--- config.mk ---
export PLATFORM = sky130hd
export DESIGN_NAME = pipeline_stall_controller
export DESIGN_NICKNAME = d
export VERILOG_FILES = /design/src/rtl/pipeline_ctrl_pkg.sv /design/src/rtl/event_counter.sv /design/src/rtl/pipeline_stall_controller.sv
export SDC_FILE = /design/constraint.sdc
export NUM_CORES = 1
export LEC_CHECK = 0
export BUFFER_PORTS_ARGS = -buffer_cell sky130_fd_sc_hd__buf_4
export CORE_ASPECT_RATIO = 1.2
export CORE_MARGIN = 8
export CORE_UTILIZATION = 35
export CTS_CLUSTER_SIZE = 28
export DETAILED_ROUTE_END_ITERATION = 12
export GPL_TIMING_DRIVEN = 0
export HOLD_SLACK_MARGIN = 0.06
export PLACE_DENSITY_LB_ADDON = 0.1
export SLEW_MARGIN = 5
export SYNTH_ARGS = -nofsm -noshare
export SYNTH_HDL_FRONTEND = slang
export SYNTH_SLANG_ARGS = --single-unit
--- constraint.sdc ---
create_clock -name clk -period 5.5 [get_ports clk]
set_input_delay 0.275 -clock clk [delete_from_list [all_inputs] [get_ports clk]]
set_output_delay 0.275 -clock clk [all_outputs]
set_load 0.03 [all_outputs]
--- src/rtl/pipeline_ctrl_pkg.sv ---
// Shared types and constants for the pipeline stall/flush controller and stage registers.
package pipeline_ctrl_pkg;

  localparam int unsigned CNT_W_DEFAULT  = 32;
  localparam int unsigned REDIRECT_CNT_W = 3;

  typedef enum logic [1:0] {
    RUN      = 2'd0,
    REDIRECT = 2'd1,
    MEM_WAIT = 2'd2
  } pipe_state_e;

endpackage

--- src/rtl/event_counter.sv ---
// Wrapping event counter with synchronous active-high clear.
module event_counter #(
  parameter int unsigned W = 32
) (
  input  logic         clk,
  input  logic         rst,
  input  logic         inc,
  output logic [W-1:0] count
);

  always_ff @(posedge clk) begin
    if (rst) begin
      count <= '0;
    end else if (inc) begin
      count <= count + W'(1);
    end
  end

endmodule

--- src/rtl/pipeline_stall_controller.sv ---
// Arbitrates memory freeze, redirect and load-use stall into pipeline register
// enables/flushes; keeps stall/flush counters and a sticky memory-timeout flag.
module pipeline_stall_controller
  import pipeline_ctrl_pkg::*;
#(
  parameter int unsigned REDIRECT_CYCLES = 1,
  parameter int unsigned MAX_WAIT        = 64,
  parameter int unsigned CNT_W           = CNT_W_DEFAULT
) (
  input  logic             clk,
  input  logic             rst,
  input  logic             load_use_stall,
  input  logic             branch_taken,
  input  logic             dmem_req,
  input  logic             dmem_ready,
  output logic             pc_en,
  output logic             if_id_en,
  output logic             if_id_flush,
  output logic             id_ex_en,
  output logic             id_ex_flush,
  output logic             ex_mem_en,
  output logic             mem_wb_flush,
  output logic [CNT_W-1:0] stall_count,
  output logic [CNT_W-1:0] flush_count,
  output logic             mem_timeout
);

  localparam int unsigned WAIT_W = $clog2(MAX_WAIT + 1);

  pipe_state_e               state_q, state_d;
  pipe_state_e               ret_q, ret_d;
  pipe_state_e               eff_state;
  logic [REDIRECT_CNT_W-1:0] rcnt_q, rcnt_d;
  logic [WAIT_W-1:0]         wait_q;
  logic                      mem_busy;
  logic                      flush_inc;
  logic                      stall_inc;

  assign mem_busy  = dmem_req & ~dmem_ready;
  // Leaving MEM_WAIT, the cycle is judged as if we were already back in the return state.
  assign eff_state = (state_q == MEM_WAIT) ? ret_q : state_q;

  // Next-state and control decode, highest priority first.
  always_comb begin
    state_d      = state_q;
    ret_d        = ret_q;
    rcnt_d       = rcnt_q;
    flush_inc    = 1'b0;
    pc_en        = 1'b1;
    if_id_en     = 1'b1;
    if_id_flush  = 1'b0;
    id_ex_en     = 1'b1;
    id_ex_flush  = 1'b0;
    ex_mem_en    = 1'b1;
    mem_wb_flush = 1'b0;

    if (rst) begin
      pc_en        = 1'b0;
      if_id_flush  = 1'b1;
      id_ex_flush  = 1'b1;
      mem_wb_flush = 1'b1;
    end else if (mem_busy) begin
      pc_en        = 1'b0;
      if_id_en     = 1'b0;
      id_ex_en     = 1'b0;
      ex_mem_en    = 1'b0;
      mem_wb_flush = 1'b1;
      if (state_q != MEM_WAIT) begin
        ret_d   = state_q;
        state_d = MEM_WAIT;
      end
    end else if (branch_taken) begin
      if_id_flush = 1'b1;
      id_ex_flush = 1'b1;
      flush_inc   = 1'b1;
      if (REDIRECT_CYCLES > 0) begin
        rcnt_d  = REDIRECT_CNT_W'(REDIRECT_CYCLES);
        state_d = REDIRECT;
      end else begin
        state_d = RUN;
      end
    end else if (eff_state == REDIRECT) begin
      if_id_flush = 1'b1;
      rcnt_d      = rcnt_q - REDIRECT_CNT_W'(1);
      state_d     = (rcnt_q <= REDIRECT_CNT_W'(1)) ? RUN : REDIRECT;
    end else begin
      state_d = RUN;
      if (load_use_stall) begin
        pc_en       = 1'b0;
        if_id_en    = 1'b0;
        id_ex_flush = 1'b1;
      end
    end
  end

  // State, redirect counter, wait counter and timeout flag.
  always_ff @(posedge clk) begin
    if (rst) begin
      state_q     <= RUN;
      ret_q       <= RUN;
      rcnt_q      <= '0;
      wait_q      <= '0;
      mem_timeout <= 1'b0;
    end else begin
      state_q <= state_d;
      ret_q   <= ret_d;
      rcnt_q  <= rcnt_d;
      if (mem_busy) begin
        if (wait_q < WAIT_W'(MAX_WAIT)) begin
          wait_q <= wait_q + WAIT_W'(1);
        end
        if (wait_q >= WAIT_W'(MAX_WAIT - 1)) begin
          mem_timeout <= 1'b1;
        end
      end else begin
        wait_q <= '0;
      end
    end
  end

  assign stall_inc = ~rst & ~pc_en;

  event_counter #(.W(CNT_W)) u_stall_cnt (
    .clk   (clk),
    .rst   (rst),
    .inc   (stall_inc),
    .count (stall_count)
  );

  event_counter #(.W(CNT_W)) u_flush_cnt (
    .clk   (clk),
    .rst   (rst),
    .inc   (flush_inc),
    .count (flush_count)
  );

endmodule

-- Yosys cells after proc, flatten, opt, wreduce, memory -nomap -nowiden
Index checks and enable logic that the tools add are counted.
- output and inout port bits: 72
- word-level logic and storage cells: 59
- flip-flop bits (word level): 79
- reduce and logical (&&, ||, !) cells: 5
- muxes and demuxes: 30
- $lt $le $gt $ge: 3
- bitwise logic cells: 6
- add/subtract/negate cells: 4
- equality and inequality tests: 4
- operators by type and width (cell ; count):
    $add A32 B1 Y32 const B ; 2
    $mux W1 ; 25
    $add A7 B1 Y7 const B ; 1
    $ge A7 B6 Y1 const B ; 1
    $lt A7 B7 Y1 const B ; 1
    $mux W2 ; 3
    $mux W3 ; 2
    $reduce_and A2 Y1 ; 3
    $not A1 Y1 ; 4
    $le A3 B1 Y1 const B ; 1
    $sub A3 B1 Y3 const B ; 1
    $and A1 B1 Y1 ; 2
    $eq A2 B1 Y1 const B ; 1
    $eq A2 B2 Y1 const B ; 1
    $ne A2 B1 Y1 const B ; 1
    $ne A2 B2 Y1 const B ; 1
    $reduce_bool A2 Y1 ; 1
    $reduce_or A2 Y1 ; 1

-- Logic depth before layout (Yosys ltp)
- depth in word-level cells: 9
- mapped depth: 7
- gate-level depth less buffers: 6

-- By module
Synthesis repeated with hierarchy kept, for this count alone.
- cells, all modules: 449
- area total of the unflattened synthesis: 3857.4 um2
- modules (own cells, without submodules) (module ; times used ; area an instance (um2) ; cells an instance ; sequential area each (um2)):
    event_counter ; 2 ; 1564.0 ; 181 ; 640.6
    pipeline_stall_controller ; 1 ; 729.4 ; 87 ; 300.3

-- Least setup slack after synthesis
No wires, ideal clock.
- path type: reg-to-reg
- start point: register u_stall_cnt.count[12]
- end point: register u_stall_cnt.count[31]
- clock period less this slack: 2.213 ns
- path buffers: 1
- library setup time: 0.121 ns
- arrival time: 2.092 ns
- path slack: 3.287 ns
- cell stages (with the launch flop): 7
- required time: 5.379 ns
- cells stage by stage: dfxtp_1 and4_4 nand3_2 or3_1 buf_2 or3_1 mux2_4
- longest elaborated chain between the ends: 1
- ends and longest elaborated chain (what ; line ; text):
    start, declared ; event_counter.sv:8 ; output logic [W-1:0] count
    start signal, assigned ; event_counter.sv:15 ; count <= count + W'(1);
    $add A32 B1 Y32 ; event_counter.sv:15 ;
No other way between the ends.
A chain may end at the register's enable or synchronous reset.

-- Worst setup path in the final report
- start point: register state_q[0]
- end point: output if_id_en
- longest elaborated chain between the ends: 7
- ends and longest elaborated chain (what ; line ; text):
    start, declared ; pipeline_stall_controller.sv:30 ; pipe_state_e state_q, state_d;
    start signal, assigned ; pipeline_stall_controller.sv:105 ; state_q <= state_d;
    $eq A2 B2 Y1 ; pipeline_stall_controller.sv:41 ; assign eff_state = (state_q == MEM_WAIT) ? ret_q : state_q;
    $mux W2 * ; pipeline_stall_controller.sv:41 ;
    $eq A2 B1 Y1 * ; pipeline_stall_controller.sv:82 ; end else if (eff_state == REDIRECT) begin
    $mux W1 * ; pipeline_stall_controller.sv:82 ;
    $mux W1 * ; pipeline_stall_controller.sv:72 ; end else if (branch_taken) begin
    $mux W1 * ; pipeline_stall_controller.sv:62 ; end else if (mem_busy) begin
    $mux W1 * ; pipeline_stall_controller.sv:57 ; if (rst) begin
    end, declared ; pipeline_stall_controller.sv:17 ; output logic if_id_en,
Every way passes the cells marked *; elsewhere a longest branch is shown, timed or not.

==> impl_metrics.toml <==
[logic_synthesis]
synthCells = 432
avgSynthCellArea_um2 = 8.54
synth-seq-cells = 79
netlist_area_um2 = 3690
synth_ff_type = "dfxtp_1"
synthAdderAreaFrac = 0.0136
synthXorXnorAreaFrac = 0.126
synth_edf_count = 0
synthMuxAreaShare = 0.0125
synth_cell_types = 47
synth_seq_area_share = 0.429
synth-compound-area-share = 0.0688
synth_top_family_by_area = "simple AND/OR/NAND/NOR gates"
syn-num-nets = 442
ys_async_sr_fraction = 0
synthSimpleGateAreaFrac = 0.317
ys_warn_count = 0

[grt]
grt_usage = 0.140
antenna_found_initial = 0
grt_max_degree = 13
grt_overflow = 0
grt_pass1_vias = 3130
grt_pass1_wl_um = 15800

[cts]
cts_post_setup_buffers_inserted = 0
clock-sinks = 79
cts_made_buffers = 9
clock_latency_ns = 0.33
ctsRootBufferMaster = "clkbuf_16"
clk_pin_slew_ns = 0.06
cts_tree = "built"
cts_resized = 0
cts_buffer_depth = 2
htreeDepth = 3
ctsHoldBuffers = 0

[critical_path]
worst-endpoint-required_ns = 5.22
crit_path_start_kind = "flop"
reg2reg_depth = 5
r2r_slack_ns = 3.27
cp_max_fo = 10
end_kind = "output pin"
r2r-start = "u_stall_cnt.count[3]$_SDFFE_PP0P_"
worst-endpoint-arrival_ns = 2.12
critPathKind = "flop to output pin"
r2r-end = "u_stall_cnt.count[31]$_SDFFE_PP0P_"

[status]
status = "completed"

[power_and_ir_drop]
leakage_uw = 0.00174
peakVddDrop_mv = 0.160
power.density_nw_per_um2 = 274

[sta]
max_freq_mhz = 418
period_needed_ns = 2.39
final-max-slew-violation-count = 0
finalSetupTns_ns = 0
setup_viol = 0
tightest_slew_ns = 1.14
hold_viol = 0
skew_ns = 0.00409
rsz0062_at_grt = "no"
maxSlewHeadroom = 0.230
fin_crit_sh = 0.435
fin_ws_ns = 3.11

[job]
drv_cap = 0

[placement]
post-dp-hpwl_um = 7120
gp_congestion = 0.767
place_inst = 638
pre_cts_slack_ns = 3.19
numPortBuffers = 77

[hold_path]
hold_path_startpoint = "rst"
hold_depth = 2
hold_path.class = "input pin to flop"
hold_end = "state_q[1]$_SDFFE_PP0P_"

[floorplanning]
num_rows = 41
die_area_um2 = 14100
ios = 78
die_y_um = 128
coreArea_um2 = 10400
die_w_um = 110
start_util = 0.354

[cells_and_area]
diodes = 0
areaGrowthSynthToFinish_pct = 29.0
nets = 530
final_cell_mix = "79 x buf_4, 79 x dfxtp_1, 66 x nor2_1, 35 x xnor2_1, 25 x nand3_1"
final_layout_size_suffix_gt1_frac = 0.208
final_cells = 654

[drt]
drt_iter0_markers = 94
drc = 0
num_vias = 3314
wire_per_inst_um = 14.8
firstDrtPassIters = 4
ant_nets = 0
avgViaCountPerCell = 5.07
drt-total-wl_um = 9660
[registers in the layout, summed over array words and instances, names as in the netlist]
| register | count |
|---|---|
| u_flush_cnt.count | 32 |
| u_stall_cnt.count | 32 |
| wait_q | 7 |
| rcnt_q | 3 |
| ret_q | 2 |
| state_q | 2 |
| mem_timeout | 1 |
[metal layers]
metal,share of wire,vias up,routed length [um],track usage
li1,-,1700,-,-
met1,0.46,1541,4490,0.178
met2,0.47,62,4510,0.224
met3,0.052,11,499,0.0325
met4,0.017,0,160,0.0549
met5,0,-,0,0
[cell families (layout without fill, tap and decap cells)]
| logic type | Yosys count | in the layout |
|---|---|---|
| flops | 79 | 79 |
| fa+ha+maj | 4 | 4 |
| compound gates | 43 | 43 |
| mux | 4 | 4 |
| buf+inv | 30 | 123 |
| simple gates | 219 | 219 |
| xor+xnor | 53 | 53 |
[power breakdown]
group / switching, uW / internal, uW / leakage, uW
Sequential: 5.26 / 578 / 0.000638
Combinational: 47.6 / 22.9 / 0.000940
Clock: 227 / 422 / 0.000160
Total: 280 / 1020 / 0.00174
[per-stage QoR]
stage | total power, uW | hold slack (ns) | cell area [um2] | util
after detailed placement | 667 | 0.468 | 4430 | 0.425
final | 1300 | 0.218 | 4760 | 0.457
after CTS | 1320 | 0.202 | 4750 | 0.457
after global placement | 667 | 0.469 | 4430 | 0.425
after floorplan | 640 | 0.362 | 3690 | -
after global routing | 1350 | 0.211 | 4760 | 0.457
[worst max-delay path, cell delays in order (launching register included)]
cell and delay, ns:
dfxtp_1 0.36, or2b_2 0.33, a41oi_2 0.35, clkbuf_1 0.40, or2_2 0.20, buf_4 0.15
[cell type report]
| cell class | instances | area, um2 |
|---|---|---|
| fillers | 1058 | 5650 |
| multi-input cells | 323 | 1990 |
| flip-flops and latches | 79 | 1580 |
| repair buffers | 77 | 578 |
| clock buffers | 13 | 260 |
| well taps | 129 | 161 |
| plain buffers | 19 | 82.6 |
| clock inverters | 3 | 65.1 |
| inverters | 11 | 41.3 |
[Yosys cell counts (7+ instances only)]
| master | number | area (um2) |
|---|---|---|
| a21oi_1 | 19 | 95.1 |
| or3_1 | 12 | 75.1 |
| clkbuf_1 | 14 | 52.6 |
| nand3_1 | 25 | 125 |
| xnor2_1 | 35 | 307 |
| nand4_1 | 17 | 106 |
| nand2_1 | 24 | 90.1 |
| xor2_1 | 18 | 158 |
| dfxtp_1 | 79 | 1580 |
| o21ai_0 | 11 | 55.1 |
| nor3_1 | 13 | 65.1 |
| nor2_1 | 66 | 248 |
| and3_1 | 8 | 50.1 |
| or4_1 | 7 | 52.6 |
| nor2b_1 | 7 | 43.8 |
| inv_1 | 10 | 37.5 |
| nor4_1 | 15 | 93.8 |
[worst max-delay path by stage]
stage                                            start                                 end  slack [ns]  depth (start not counted)
global route                   state_q[0]$_SDFFE_PP0P_                            if_id_en        2.93                          5
finish                         state_q[0]$_SDFFE_PP0P_                            if_id_en        3.11                          5
floorplan           u_stall_cnt.count[12]$_SDFFE_PP0P_  u_stall_cnt.count[31]$_SDFFE_PP0P_        3.29                          6
CTS                            state_q[0]$_SDFFE_PP0P_                            if_id_en        3.08                          5
global placement     u_flush_cnt.count[0]$_SDFFE_PP0P_  u_flush_cnt.count[18]$_SDFFE_PP0P_        3.10                          6
detailed placement   u_flush_cnt.count[0]$_SDFFE_PP0P_  u_flush_cnt.count[18]$_SDFFE_PP0P_        3.19                          6
No activity file was read; power rests on OpenSTA's default activity.
